===== src/rtl/counter_pkg.sv =====
// Shared definitions for the up/down counter family: direction encodings
// and the load-value clamp used when a parallel load exceeds the modulus.
package counter_pkg;

  localparam logic CNT_UP   = 1'b1;
  localparam logic CNT_DOWN = 1'b0;

  // Values at or above the modulus are pinned to the largest legal count,
  // so a bad load can never put the counter outside 0..modulus-1.
  function automatic logic [31:0] clamp_load(input logic [31:0] value,
                                             input logic [32:0] modulus);
    logic [32:0] top_value;
    top_value = modulus - 33'd1;
    if ({1'b0, value} < modulus) begin
      return value;
    end
    return top_value[31:0];
  endfunction

endpackage


===== src/rtl/counter_step.sv =====
// Combinational next-count calculation for updown_counter.
// Optional feature macro: UPDOWN_COUNTER_SATURATE_EN -- when defined the
// counter holds at its limits; otherwise it wraps modulo MODULUS.
module counter_step
  import counter_pkg::*;
#(
  parameter int              WIDTH   = 4,
  parameter longint unsigned MODULUS = 64'd1 << WIDTH
) (
  input  logic [WIDTH-1:0] count,
  input  logic             up,
  output logic [WIDTH-1:0] next_count,
  output logic             at_limit
);

  // One extra bit of headroom so MODULUS = 2**WIDTH compares exactly.
  localparam logic [WIDTH:0]   MOD_EXT = MODULUS[WIDTH:0];
  localparam logic [WIDTH:0]   ONE_EXT = {{WIDTH{1'b0}}, 1'b1};
  localparam logic [WIDTH:0]   MAX_EXT = MOD_EXT - ONE_EXT;
  localparam logic [WIDTH-1:0] MAX     = MAX_EXT[WIDTH-1:0];

`ifdef UPDOWN_COUNTER_SATURATE_EN
  localparam logic [WIDTH-1:0] UP_LIMIT_NEXT   = MAX;
  localparam logic [WIDTH-1:0] DOWN_LIMIT_NEXT = '0;
`else
  localparam logic [WIDTH-1:0] UP_LIMIT_NEXT   = '0;
  localparam logic [WIDTH-1:0] DOWN_LIMIT_NEXT = MAX;
`endif

  logic [WIDTH:0] count_ext;
  logic [WIDTH:0] sum_ext;
  logic [WIDTH:0] diff_ext;
  logic           top_reached;
  logic           bottom_reached;

  assign count_ext      = {1'b0, count};
  assign sum_ext        = count_ext + ONE_EXT;
  assign diff_ext       = count_ext - ONE_EXT;
  assign top_reached    = (sum_ext == MOD_EXT);
  assign bottom_reached = diff_ext[WIDTH];

  // Pick the stepped value, substituting the limit behaviour at either end.
  always_comb begin
    next_count = count;
    at_limit   = 1'b0;
    if (up == CNT_UP) begin
      at_limit   = top_reached;
      next_count = top_reached ? UP_LIMIT_NEXT : sum_ext[WIDTH-1:0];
    end else begin
      at_limit   = bottom_reached;
      next_count = bottom_reached ? DOWN_LIMIT_NEXT : diff_ext[WIDTH-1:0];
    end
  end

endmodule


===== src/rtl/updown_counter.sv =====
// Synchronous parametrised up/down counter with load, terminal count and
// a registered wrap pulse. Priority per edge: reset > load > enable > hold.
// Optional feature macro: UPDOWN_COUNTER_SATURATE_EN -- saturate at the
// limits instead of wrapping; wrap then never asserts.
module updown_counter
  import counter_pkg::*;
#(
  parameter int              WIDTH   = 4,
  parameter longint unsigned MODULUS = 64'd1 << WIDTH
) (
  input  logic             clock,
  input  logic             reset,
  input  logic             enable,
  input  logic             up,
  input  logic             load,
  input  logic [WIDTH-1:0] load_value,
  output logic [WIDTH-1:0] count,
  output logic             tc,
  output logic             wrap
);

`ifdef UPDOWN_COUNTER_SATURATE_EN
  localparam logic WRAP_ALLOWED = 1'b0;
`else
  localparam logic WRAP_ALLOWED = 1'b1;
`endif

  logic [WIDTH-1:0] next_count;
  logic             at_limit;
  logic [WIDTH-1:0] load_count;

  counter_step #(
    .WIDTH   (WIDTH),
    .MODULUS (MODULUS)
  ) u_step (
    .count      (count),
    .up         (up),
    .next_count (next_count),
    .at_limit   (at_limit)
  );

  assign load_count = WIDTH'(clamp_load(32'(load_value), 33'(MODULUS)));

  // Terminal count is a pure function of the current count and direction,
  // so a following stage can be enabled with enable & tc in the same cycle.
  assign tc = at_limit;

  // Count register and wrap pulse, applying the reset/load/enable priority.
  always_ff @(posedge clock) begin
    if (reset) begin
      count <= '0;
      wrap  <= 1'b0;
    end else if (load) begin
      count <= load_count;
      wrap  <= 1'b0;
    end else if (enable) begin
      count <= next_count;
      wrap  <= WRAP_ALLOWED & at_limit;
    end else begin
      wrap  <= 1'b0;
    end
  end

endmodule


===== config.mk =====
export PLATFORM = sky130hd
export DESIGN_NAME = updown_counter
export DESIGN_NICKNAME = d
export VERILOG_FILES = /design/src/rtl/counter_pkg.sv /design/src/rtl/counter_step.sv /design/src/rtl/updown_counter.sv
export SDC_FILE = /design/constraint.sdc
export NUM_CORES = 1
export LEC_CHECK = 0
export ABC_AREA = 1
export BUFFER_PORTS_ARGS = -buffer_cell sky130_fd_sc_hd__buf_2
export CAP_MARGIN = 20
export CORE_MARGIN = 3
export CORE_UTILIZATION = 25
export CTS_CLUSTER_SIZE = 30
export DETAILED_ROUTE_END_ITERATION = 16
export HOLD_SLACK_MARGIN = 0.08
export SYNTH_ARGS = -nofsm -noshare
export SYNTH_HDL_FRONTEND = slang
export SYNTH_SLANG_ARGS = --single-unit

===== constraint.sdc =====
create_clock -name clock -period 1.25 [get_ports clock]
set_input_delay 0.125 -clock clock [delete_from_list [all_inputs] [get_ports clock]]
set_output_delay 0.125 -clock clock [all_outputs]
set_load 0.05 [all_outputs]

==> impl_metrics.json <==
{
  "grt_max_degree": 8,
  "crit_path_top_delay_cell": "dfxtp_4",
  "hold_path.startpoint": "reset",
  "violations": "negative setup slack",
  "slew_viol_final": 0,
  "hold_viol": 0,
  "worstHoldEndpoint": "count[3]",
  "crit_chain": "buf_6 > ha_4 > nand4_1 > nand2_4 > buf_8",
  "drtIter0Drc": 19,
  "routed-via-count": 466,
  "r2r_setup_slack_ps": 0,
  "grt_pass1_vias": 445,
  "startpoint": "count[0]",
  "dieArea_mm2": 0.001898,
  "critPathBufInv": 2,
  "syn-cell-area_um2": 352.8,
  "cts_made_buffers": 3,
  "setup-violations-final": 2,
  "antenna_found_initial": 0,
  "syn_area_per_cell_um2": 6.415,
  "io_pins": 15,
  "drt_pass1_iterations": 4,
  "core_mm2": 0.001216,
  "nNetsFinal": 95,
  "crit_family": "flip-flops",
  "ys_warn_count": 0,
  "reg2reg_depth": 8,
  "p_leak_uw": 0.0003171,
  "ctsRootBufferMaster": "clkbuf_4",
  "slowest_delay_ps": 350,
  "worstSetupPathType": "register to output pin",
  "r2r-end": "count[2]",
  "finalPower_uw": 646.9,
  "synth-seq-cells": 5,
  "synth_top_cell_by_area": "dfxtp_1",
  "cts.htree.levels": 1,
  "critPathCaptureType": "output pin",
  "hold_path_class": "input pin to register",
  "grt_usage": 0.1409,
  "grt_pass1_wl_um": 1973,
  "n_antenna_cell": 0,
  "clk-insertion-delay-late_ps": 240,
  "clkTransAtPathRegs_ps": 40,
  "pwr-share-clk": 0.286,
  "pre_cts_ws_ps": -68.11,
  "drc": 0,
  "period_needed_ps": 1394,
  "critical_path_arrival_ps": 1270,
  "die-height_um": 43.57,
  "rsz0062_at_grt": "true",
  "viasPerCell": 4.804,
  "dp_hpwl_um": 793.8,
  "synthToLayoutAreaGrowth_pct": 86.17,
  "hold_depth": 2,
  "setup_tns_ps": -147.6,
  "skew_ps": 0.06248,
  "synth_top_area_frac": 0.2837,
  "outcome": "finished, violations left",
  "syn_inst": 55,
  "worstSetupStartpointType": "register",
  "clk_path_buf_depth": 2,
  "postRouteAntennaNets": 0,
  "rows": 12,
  "cts.sinks": 5,
  "wl_um": 1207,
  "seq_power_share": 0.292,
  "r2r-start": "count[0]",
  "final_layout_size_suffix_gt1_frac": 0.5783,
  "wl_per_cell_um": 12.44,
  "start_util": 0.2901,
  "timing.final.ws_setup_ps": -143.5,
  "p_per_area_mw_per_mm2": 984.8,
  "required_ps": 1120,
  "grt.overflow.total": 0,
  "max_slew_margin": 0.8295,
  "chipWidth_um": 43.57,
  "yosysUniqueCellTypes": 17,
  "maxCapViolations": 0,
  "yosysSeqAreaShare": 0.2837,
  "tightest_slew_ps": 254.8,
  "switching_share": 0.3724,
  "synthTopCellsByArea": "dfxtp_1 (28%), nand2_1 (14%), inv_1 (9.6%), nand3_1 (8.5%), a21oi_1 (7.1%)",
  "p_comb_frac": 0.423,
  "min_period_over_period": 1.115,
  "switchingPower_uw": 240.9,
  "cp_num_cells": 5,
  "cts_tree": "yes",
  "worst-path-max-fanout": 4,
  "fmax_mhz": 717.6,
  "power.internal_uw": 406.0,
  "peakVddDrop_mv": 0.4983,
  "place.gp.congestion": 0.7607,
  "syn-num-nets": 66,
  "place.port_buffers": 14
}
-- through the flow --
stage,std cells,util,hold WS (ps),area (um2)
4_1_cts,95,0.5010,89.91,609.3
2_1_floorplan,55,-,180.1,370.4
6_report,97,0.5401,96.76,656.9
3_3_place_gp,90,0.4198,344.2,510.5
3_5_place_dp,90,0.4198,348.5,510.5
5_1_grt,97,0.5401,93.72,656.9
-- cells in the mapped netlist --
cell,n
inv_2,1
a21oi_1,5
o21ai_1,1
nor2_1,3
nand2_1,13
inv_1,9
o21ai_0,1
a21oi_2,1
ha_1,2
nand3_1,6
xor2_1,1
o22ai_1,1
or2_0,1
dfxtp_1,5
nor2_2,1
nand4_1,1
a22oi_1,3
-- sequential cells by signal, summed over array words and instances, names as in the netlist --
name / count
wrap: 1
count: 4
-- cell families after synthesis --
group | count (synthesis) | synth area share
flip-flops | 5 | 0.2837
AND/OR/NAND/NOR | 25 | 0.3086
adder cells (fa/ha/maj) | 2 | 0.07091
XOR/XNOR | 1 | 0.02483
buffers and inverters | 10 | 0.1064
AO/OA/AOI/OAI | 12 | 0.2056
-- power by group through the flow --
stage | clock network [uW] | logic, uW | registers [uW]
final | 185 | 273 | 189
after detailed placement | 0 | 204 | 186
after floorplan | 0 | 88.0 | 228
after global routing | 209 | 296 | 191
after CTS | 194 | 236 | 187
after global placement | 0 | 202 | 186
-- cell usage in the layout (no fill, tap or decap), types with 2 or more instances in the layout --
| master | instances |
|---|---|
| nand3_4 | 2 |
| nand2_2 | 2 |
| clkbuf_4 | 4 |
| dfxtp_2 | 2 |
| buf_6 | 2 |
| a22oi_1 | 3 |
| inv_2 | 4 |
| inv_1 | 5 |
| buf_2 | 12 |
| nor2_4 | 2 |
| dfxtp_4 | 2 |
| buf_4 | 8 |
| a21oi_1 | 5 |
| ha_4 | 2 |
| nand2_1 | 10 |
| nand3_1 | 3 |
-- final cells by class --
type,count,area [um2]
inverters,10,40.04
well taps,14,17.52
flip-flops and latches,5,110.1
fillers,121,559.3
clock buffers,4,26.28
multi-input cells,40,297.8
repair buffers,24,165.2
-- routing by layer --
| layer | GRT usage | wire [um] |
|---|---|---|
| met1 | 0.1749 | 496 |
| met2 | 0.2180 | 612 |
| met3 | 0.04979 | 71 |
| met4 | 0.06024 | 27 |
| met5 | 0 | 0 |
-- what timing repair did --
| item | CTS | global route |
|---|---|---|
| setup buffers | 1 | 2 |
| resized for setup | 16 | 9 |
| pin swaps | 4 | 6 |
| hold buffers | 0 | 0 |
| setup endpoints to repair | 1 | 2 |
-- worst max path at each step --
stage | end | slack [ps]
5_1_grt | tc | -220
2_1_floorplan | count[3] | 20
3_5_place_dp | tc | -70
6_report | tc | -140
4_1_cts | tc | -170
3_3_place_gp | tc | -60
Power figures use the tool's default switching activity.
